==> src/rtl/hazard_pkg.sv <==
// Shared types for the hazard / forwarding controller.
// Shadow-stage entry, forward-select constant and stall cause.
package hazard_pkg;

  localparam int RD_MAX_W = 8;
  localparam int FWD_RF   = 0;

  typedef struct packed {
    logic                valid;
    logic [RD_MAX_W-1:0] rd;
    logic                regwrite;
    logic                memread;
  } stage_entry_t;

  typedef enum logic [1:0] {
    ADV,
    LOADUSE,
    BUSY,
    FLUSH
  } stall_cause_e;

endpackage

==> src/rtl/fwd_prio_enc.sv <==
// Forward-source priority encoder.
// Lowest set hit bit (youngest stage) wins; none selects the regfile.
module fwd_prio_enc
  import hazard_pkg::*;
#(
  parameter  int DEPTH = 3,
  localparam int SEL_W = $clog2(DEPTH + 1)
) (
  input  logic [DEPTH-1:0] hit,
  output logic [SEL_W-1:0] sel
);

  always_comb begin
    sel = SEL_W'(FWD_RF);
    for (int k = DEPTH; k >= 1; k--) begin
      if (hit[k-1]) sel = SEL_W'(k);
    end
  end

endmodule

==> src/rtl/hazard_fwd_ctrl.sv <==
// Hazard and forwarding controller beside ID/EX.
// Shadow dest pipeline, forward selects, load-use/multi-cycle stall, flush.
module hazard_fwd_ctrl
  import hazard_pkg::*;
#(
  parameter  int REG_AW    = 5,
  parameter  int FWD_DEPTH = 3,
  parameter  int MUL_LAT   = 4,
  localparam int SEL_W     = $clog2(FWD_DEPTH + 1)
) (
  input  logic              clk_i,
  input  logic              rst_i,
  input  logic              id_valid_i,
  input  logic [REG_AW-1:0] id_rs1_i,
  input  logic [REG_AW-1:0] id_rs2_i,
  input  logic [REG_AW-1:0] id_rd_i,
  input  logic              id_regwrite_i,
  input  logic              id_memread_i,
  input  logic              id_multi_i,
  input  logic              br_taken_i,
  output logic              pc_write_o,
  output logic              if_id_write_o,
  output logic              if_id_flush_o,
  output logic              id_ex_bubble_o,
  output logic [SEL_W-1:0]  fwd_a_o,
  output logic [SEL_W-1:0]  fwd_b_o,
  output logic              ex_busy_o
);

  localparam int CNT_W = $clog2(MUL_LAT + 1);

  stage_entry_t        stg [FWD_DEPTH+1];
  logic [RD_MAX_W-1:0] ex_rs1;
  logic [RD_MAX_W-1:0] ex_rs2;
  logic [CNT_W-1:0]    cnt;

  logic [RD_MAX_W-1:0] id_rs1;
  logic [RD_MAX_W-1:0] id_rs2;
  logic                busy;
  logic                br_go;
  logic                ld_use;
  logic                ld_go;
  stall_cause_e        cause;
  stage_entry_t        id_ent;
  logic [FWD_DEPTH-1:0] hit_a;
  logic [FWD_DEPTH-1:0] hit_b;

  assign id_rs1 = RD_MAX_W'(id_rs1_i);
  assign id_rs2 = RD_MAX_W'(id_rs2_i);
  assign busy   = cnt != '0;
  assign br_go  = br_taken_i & ~busy;

  assign ld_use = id_valid_i & stg[0].valid & stg[0].memread
                & (stg[0].rd != '0)
                & ((stg[0].rd == id_rs1) | (stg[0].rd == id_rs2));
  assign ld_go  = ld_use & ~busy & ~br_go;

  always_comb begin
    cause = ADV;
    unique case (1'b1)
      busy:    cause = BUSY;
      br_go:   cause = FLUSH;
      ld_go:   cause = LOADUSE;
      default: cause = ADV;
    endcase
  end

  assign pc_write_o     = (cause == ADV) | (cause == FLUSH);
  assign if_id_write_o  = (cause == ADV) | (cause == FLUSH);
  assign if_id_flush_o  = cause == FLUSH;
  assign id_ex_bubble_o = (cause == FLUSH) | (cause == LOADUSE);
  assign ex_busy_o      = busy;

  // A bubbled slot carries no controls at all
  always_comb begin
    id_ent          = '0;
    id_ent.valid    = id_valid_i & ~id_ex_bubble_o;
    id_ent.rd       = RD_MAX_W'(id_rd_i);
    id_ent.regwrite = id_regwrite_i & id_ent.valid;
    id_ent.memread  = id_memread_i & id_ent.valid;
  end

  always_comb begin
    hit_a = '0;
    hit_b = '0;
    for (int k = 1; k <= FWD_DEPTH; k++) begin
      hit_a[k-1] = stg[k].valid & stg[k].regwrite
                 & (stg[k].rd != '0) & (stg[k].rd == ex_rs1);
      hit_b[k-1] = stg[k].valid & stg[k].regwrite
                 & (stg[k].rd != '0) & (stg[k].rd == ex_rs2);
    end
  end

  fwd_prio_enc #(.DEPTH(FWD_DEPTH)) u_enc_a (
    .hit (hit_a),
    .sel (fwd_a_o)
  );

  fwd_prio_enc #(.DEPTH(FWD_DEPTH)) u_enc_b (
    .hit (hit_b),
    .sel (fwd_b_o)
  );

  // While busy, EX holds and an empty slot moves down behind it
  always_ff @(posedge clk_i or negedge rst_i) begin
    if (!rst_i) begin
      for (int k = 0; k <= FWD_DEPTH; k++) stg[k] <= '0;
      ex_rs1 <= '0;
      ex_rs2 <= '0;
      cnt    <= '0;
    end else if (busy) begin
      cnt    <= cnt - CNT_W'(1);
      stg[1] <= '0;
      for (int k = 2; k <= FWD_DEPTH; k++) stg[k] <= stg[k-1];
    end else begin
      for (int k = 1; k <= FWD_DEPTH; k++) stg[k] <= stg[k-1];
      stg[0] <= id_ent;
      ex_rs1 <= id_rs1;
      ex_rs2 <= id_rs2;
      if (id_ent.valid & id_multi_i) cnt <= CNT_W'(MUL_LAT - 1);
    end
  end

endmodule

==> config.mk <==
export PLATFORM = sky130hd
export DESIGN_NAME = hazard_fwd_ctrl
export DESIGN_NICKNAME = d
export VERILOG_FILES = /design/src/rtl/hazard_pkg.sv /design/src/rtl/fwd_prio_enc.sv /design/src/rtl/hazard_fwd_ctrl.sv
export SDC_FILE = /design/constraint.sdc
export NUM_CORES = 1
export LEC_CHECK = 0
export ABC_AREA = 1
export BUFFER_PORTS_ARGS = -buffer_cell sky130_fd_sc_hd__buf_4
export CAP_MARGIN = 20
export CORE_ASPECT_RATIO = 1.5
export CORE_MARGIN = 2
export CORE_UTILIZATION = 50
export CTS_CLUSTER_DIAMETER = 100
export CTS_CLUSTER_SIZE = 14
export DETAILED_ROUTE_END_ITERATION = 8
export PLACE_DENSITY = 0.78
export SYNTH_ARGS = -nofsm -noshare
export SYNTH_HDL_FRONTEND = slang
export SYNTH_HIERARCHICAL = 1
export SYNTH_SLANG_ARGS = --single-unit
==> constraint.sdc <==
create_clock -name clk_i -period 3.3 [get_ports clk_i]
set_input_delay 0.165 -clock clk_i [delete_from_list [all_inputs] [get_ports clk_i]]
set_output_delay 0.165 -clock clk_i [all_outputs]
set_load 0.05 [all_outputs]
**After elaboration in Yosys (flattened, before gate mapping)**

Cells that the tools add are included.
W data, S select, Z words.

- Magnitude comparators: 0
- $mul: 0
- Shifts and indexed selects: 0
- Bitwise gates (word level): 29
- Equal/unequal tests: 10
- Muxes and demuxes: 10
- Add/subtract/negate cells: 1
- Divide/modulo/power cells: 0
- Reduce and logical (&&, ||, !) cells: 7

Operator list:

| cell | number |
|---|---|
| $eq A8 B5 Y1 | 6 |
| $mux W33 | 1 |
| $reduce_bool A8 Y1 | 4 |
| $and A1 B1 Y1 | 23 |
| $mux W2 | 6 |
| $eq A5 B5 Y1 | 2 |
| $mux W3 | 2 |
| $pmux W2 S3 | 1 |
| $not A1 Y1 | 3 |
| $or A1 B1 Y1 | 3 |
| $reduce_bool A3 Y1 | 1 |
| $sub A3 B1 Y3 const B | 1 |
| $eq A2 B1 Y1 const B | 1 |
| $eq A2 B2 Y1 const B | 1 |
| $logic_not A2 Y1 | 1 |
| $reduce_bool A2 Y1 | 1 |

- RAM bits: 0
- Bits in read-only memories: 0
- Register bits: 53
- Input bits: 22
- Memories: 0
- Bits in latches: 0
- Output and inout port bits: 9
- Word-level logic and storage cells: 75

**Depth between registers and ports, before layout**

- Depth after elaboration: 14
- Mapped depth: 11
- Gate-level depth less buffers: 11

**By module**

Netlist, hierarchy kept.

Modules (own cells, without submodules):

| module | cells an instance | instances | area an instance (um2) |
|---|---|---|---|
| hazard_fwd_ctrl | 234 | 1 | 2048.2 |
| fwd_prio_enc | 6 | 2 | 22.5 |

**Worst setup path after synthesis**

OpenSTA, ideal clock, no wires.

- Kind: flip-flop to output port
- From: register cnt[0]
- To: output port pc_write_o
- Arrival: 2939 ps
- Setup slack: 196 ps
- Path buffers: 2
- Cell stages (with the launch flop): 9
- Cell sequence: dfrtp_1 > inv_1 > ha_1 > ha_1 > buf_6 > nand3_2 > nand2_1 > o21ai_0 > buf_4

- Longest elaborated chain between the ends: 8
- Elaborated cells on any way between the ends: 10
- Those cells by class: eq/ne: 1; mux: 1; bitwise: 6; reduce/logical: 2

Ends and longest elaborated chain:

| element | RTL line | text |
|---|---|---|
| start: declaration | hazard_fwd_ctrl.sv:35 | `logic [CNT_W-1:0] cnt;` |
| start signal: assignment | hazard_fwd_ctrl.sv:112 | `cnt <= cnt - CNT_W'(1);` |
| start signal: assignment | hazard_fwd_ctrl.sv:120 | `if (id_ent.valid & id_multi_i) cnt <= CNT_W'(MUL_LAT - 1);` |
| $reduce_bool A3 Y1 * | hazard_fwd_ctrl.sv:50 | `assign busy = cnt != '0;` |
| $not A1 Y1 | hazard_fwd_ctrl.sv:51, hazard_fwd_ctrl.sv:56 |  |
| $and A1 B1 Y1 | hazard_fwd_ctrl.sv:51 | `assign br_go = br_taken_i & ~busy;` |
| $not A1 Y1 | hazard_fwd_ctrl.sv:56 | `assign ld_go = ld_use & ~busy & ~br_go;` |
| $and A1 B1 Y1 | hazard_fwd_ctrl.sv:56 |  |
| $pmux W2 S3 * | hazard_fwd_ctrl.sv:60 | `unique case (1'b1)` |
| $eq A2 B2 Y1 or $logic_not A2 Y1 (tied branches) | n/a |  |
| $or A1 B1 Y1 * | n/a |  |
| end: declaration | hazard_fwd_ctrl.sv:21 | `output logic pc_write_o,` |

Every way passes the cells marked *; elsewhere a longest branch is shown, timed or not.

**Worst setup path in the final report**

- From: register cnt[0]
- To: output port if_id_write_o

- Longest elaborated chain between the ends: 8
- Elaborated cells on any way between the ends: 10
- Those cells by class: eq/ne: 1; mux: 1; bitwise: 6; reduce/logical: 2

Ends and longest elaborated chain:

| element | RTL line | text |
|---|---|---|
| $reduce_bool A3 Y1 * | hazard_fwd_ctrl.sv:50 |  |
| $not A1 Y1 | hazard_fwd_ctrl.sv:51, hazard_fwd_ctrl.sv:56 |  |
| $and A1 B1 Y1 | hazard_fwd_ctrl.sv:51 |  |
| $not A1 Y1 | hazard_fwd_ctrl.sv:56 |  |
| $and A1 B1 Y1 | hazard_fwd_ctrl.sv:56 |  |
| $pmux W2 S3 * | hazard_fwd_ctrl.sv:60 |  |
| $eq A2 B2 Y1 or $logic_not A2 Y1 (tied branches) | hazard_fwd_ctrl.sv:69 | `assign if_id_write_o = (cause == ADV) \| (cause == FLUSH);` |
| $or A1 B1 Y1 * | hazard_fwd_ctrl.sv:69 |  |
| end: declaration | hazard_fwd_ctrl.sv:22 | `output logic if_id_write_o,` |

Marked as above.

==> out/results.ini <==
[detailed_routing]
drt-initial-drc-count = 35
wl_per_cell_um = 12.4
drc = 0
via_count = 1637
first_pass_iters = 4
vias_per_cell = 5.04
ant_nets = 0
wl_um = 4040

[die]
coreArea_um2 = 3990
io_pins = 31
die_area_um2 = 4730
initial_core_util_pct = 52.4
dieWidth_um = 56.8
row_count = 28
die_height_um = 83.2

[setup_path]
crit_slowest_cell = dfrtp_1
cp_max_fo = 29
crit_start = cnt[0]$_DFFE_PN0P_
arrival_ps = 2260
crit_required_ps = 3130
worstSetupEndpointType = output pin
r2r-end = ex_rs1[4]$_DFFE_PN0N_
r2r_cells = 6
crit_path_cell_trace = inv_1, ha_1, ha_1, buf_4, inv_1, o21ai_0, buf_4
max_stage_delay_ps = 380
reg2reg_from = cnt[0]$_DFFE_PN0P_
rrSetupSlack_ps = 1520
worstSetupPathType = flip-flop to output pin
start_kind = flip-flop

[synth]
ys_ff_latch = 42
syn_nets = 271
avgSynthCellArea_um2 = 8.51
ys_types = 20
yosysSeqAreaShare_pct = 50.2
syn_area_um2 = 2090
yosysWarningCount = 6
syn-instance-count = 246

[timing]
hold_viol_final = 0
layout_setup_ws_ps = 874
slew_viol_final = 0
setup_viol = 0
rsz0062_at_grt = false
skew_ps = 3.21
fmax_mhz = 412
relSlewSlack_pct = 63.4
worstMarginPinSlew_ps = 548
finalCritPeriodShare_pct = 73.5
setup_tns_ps = 0
finalCriticalPeriod_ps = 2430

[place]
dpl.hpwl_um = 3140
port-buffer-count = 30
gp_congestion = 0.884
place_ws_ps = 1180
dp.cells = 316
place_area_um2 = 2350

[flow_run]
cap_viol_max_count = 0

[clocking]
cts.sinks = 42
path_clk_slew_ps = 80
cts_setup_buffers = 0
clockBufferDepth = 2
clk_latency_ps = 290
numCtsBuffers = 5
postCtsResizedCells = 0
htreeDepth = 2
clockRootBuffer = clkbuf_8
cts_tree = built

[grt]
track_usage_pct = 19.1
antenna_found_initial = 0
grt_pass1_wl_um = 6930
grt-ovfl-total = 0
grt_max_degree = 43
grt_pass1_vias = 1554

[finish]
drive_gt1_share_pct = 16.4
layout_common_cells = nand2_1, dfrtp_1, inv_1, buf_4, xnor2_1
n_fill_cell = 359
fin_area_um2 = 2450
area_delta_synth_final_pct = 17.2
post_layout_nonfiller_instances = 325
final_common_cell = nand2_1
fin_nets = 304
antenna_cells = 0

[power]
finalPower_uw = 2250
ir_drop_v = 0.000633
p_leak_uw = 0.00133
power_density_nw_per_um2 = 919

[hold_path]
min_path_type = input pin to flip-flop
holdPathEnd = stg[36]$_DFFE_PN0N_
min_path_cells = 3
min_from = id_rd_i[1]

[status]
outcome = completed

[cell families (layout without fill, tap and decap cells)]
| group | count (synthesis) | count (layout) | share of synthesized area (%) |
|---|---|---|---|
| xor gates and xnor gates | 32 | 32 | 13.4 |
| DFF | 42 | 42 | 50.2 |
| and+or+nand+nor | 112 | 112 | 22.8 |
| AOI/OAI and AO/OA | 16 | 16 | 3.89 |
| adders and majority gates | 3 | 3 | 1.79 |
| buffers and inverters | 41 | 75 | 7.89 |
[flip-flops by register name (all words and copies together) (netlist names)]
name	count
ex_rs1	5
stg	29
cnt	3
ex_rs2	5
[synthesized netlist by cell type, drive strengths merged]
| master | count | area (um^2) |
|---|---|---|
| nor2 | 14 | 52.6 |
| nand3 | 14 | 75.1 |
| xor2 | 12 | 105 |
| o22ai | 1 | 6.26 |
| buf | 2 | 18.8 |
| nor4 | 6 | 37.5 |
| nor3 | 3 | 15.0 |
| nand2 | 72 | 273 |
| xnor2 | 20 | 175 |
| dfrtp | 42 | 1050 |
| inv | 35 | 131 |
| ha | 3 | 37.5 |
| clkbuf | 4 | 15.0 |
| nand4 | 3 | 25.0 |
| o21ai | 15 | 75.1 |
[critical path: cells and delay by family (launching register included)]
family / cells / cell delay (ps)
buffers and inverters: 4 / 910
flip-flops: 1 / 380
AO/OA/AOI/OAI: 1 / 340
adder cells (fa/ha/maj): 2 / 310
[timing repair]
action,CTS,global route
hold endpoints to repair,42,0
endpoints found under the setup margin,0,0
hold buffers,1,0
[per-stage QoR]
| stage | hold slack (ps) | util (%) |
|---|---|---|
| after floorplan | -131 | - |
| after global placement | 169 | 58.8 |
| final | 76.9 | 61.4 |
| after detailed placement | 172 | 58.8 |
| after CTS | 72.7 | 61.4 |
| after global routing | 86.0 | 61.4 |
[power breakdown]
part           internal [uW]  switching [uW]  total [uW]
clock network            168             169         337
registers                718             249         967
logic                    398             552         950
[layer usage]
layer / GRT usage, % / part of all wire (%)
met5: 0 / 0
met4: 9.51 / 3.7
met3: 3.89 / 3.9
met2: 33.6 / 53
met1: 21.2 / 39
[worst max-delay path by stage]
stage / end / slack [ps]
after floorplan: pc_write_o / 200
after global placement: if_id_write_o / 1290
after detailed placement: if_id_write_o / 1180
after CTS: if_id_write_o / 840
after global routing: if_id_write_o / 700
final: if_id_write_o / 870
[layout make-up]
| class | instances | area, um^2 | share of cell area, % |
|---|---|---|---|
| Sequential cell | 42 | 1050 | 42.8 |
| Clock inverter | 2 | 12.5 | 0.510 |
| Tap cell | 45 | 56.3 | 2.29 |
| Inverter | 35 | 131 | 5.35 |
| Clock buffer | 6 | 82.6 | 3.37 |
| Timing Repair Buffer | 32 | 243 | 9.89 |
| Multi-Input combinational cell | 163 | 877 | 35.7 |
(Power assumes the default switching activity.)
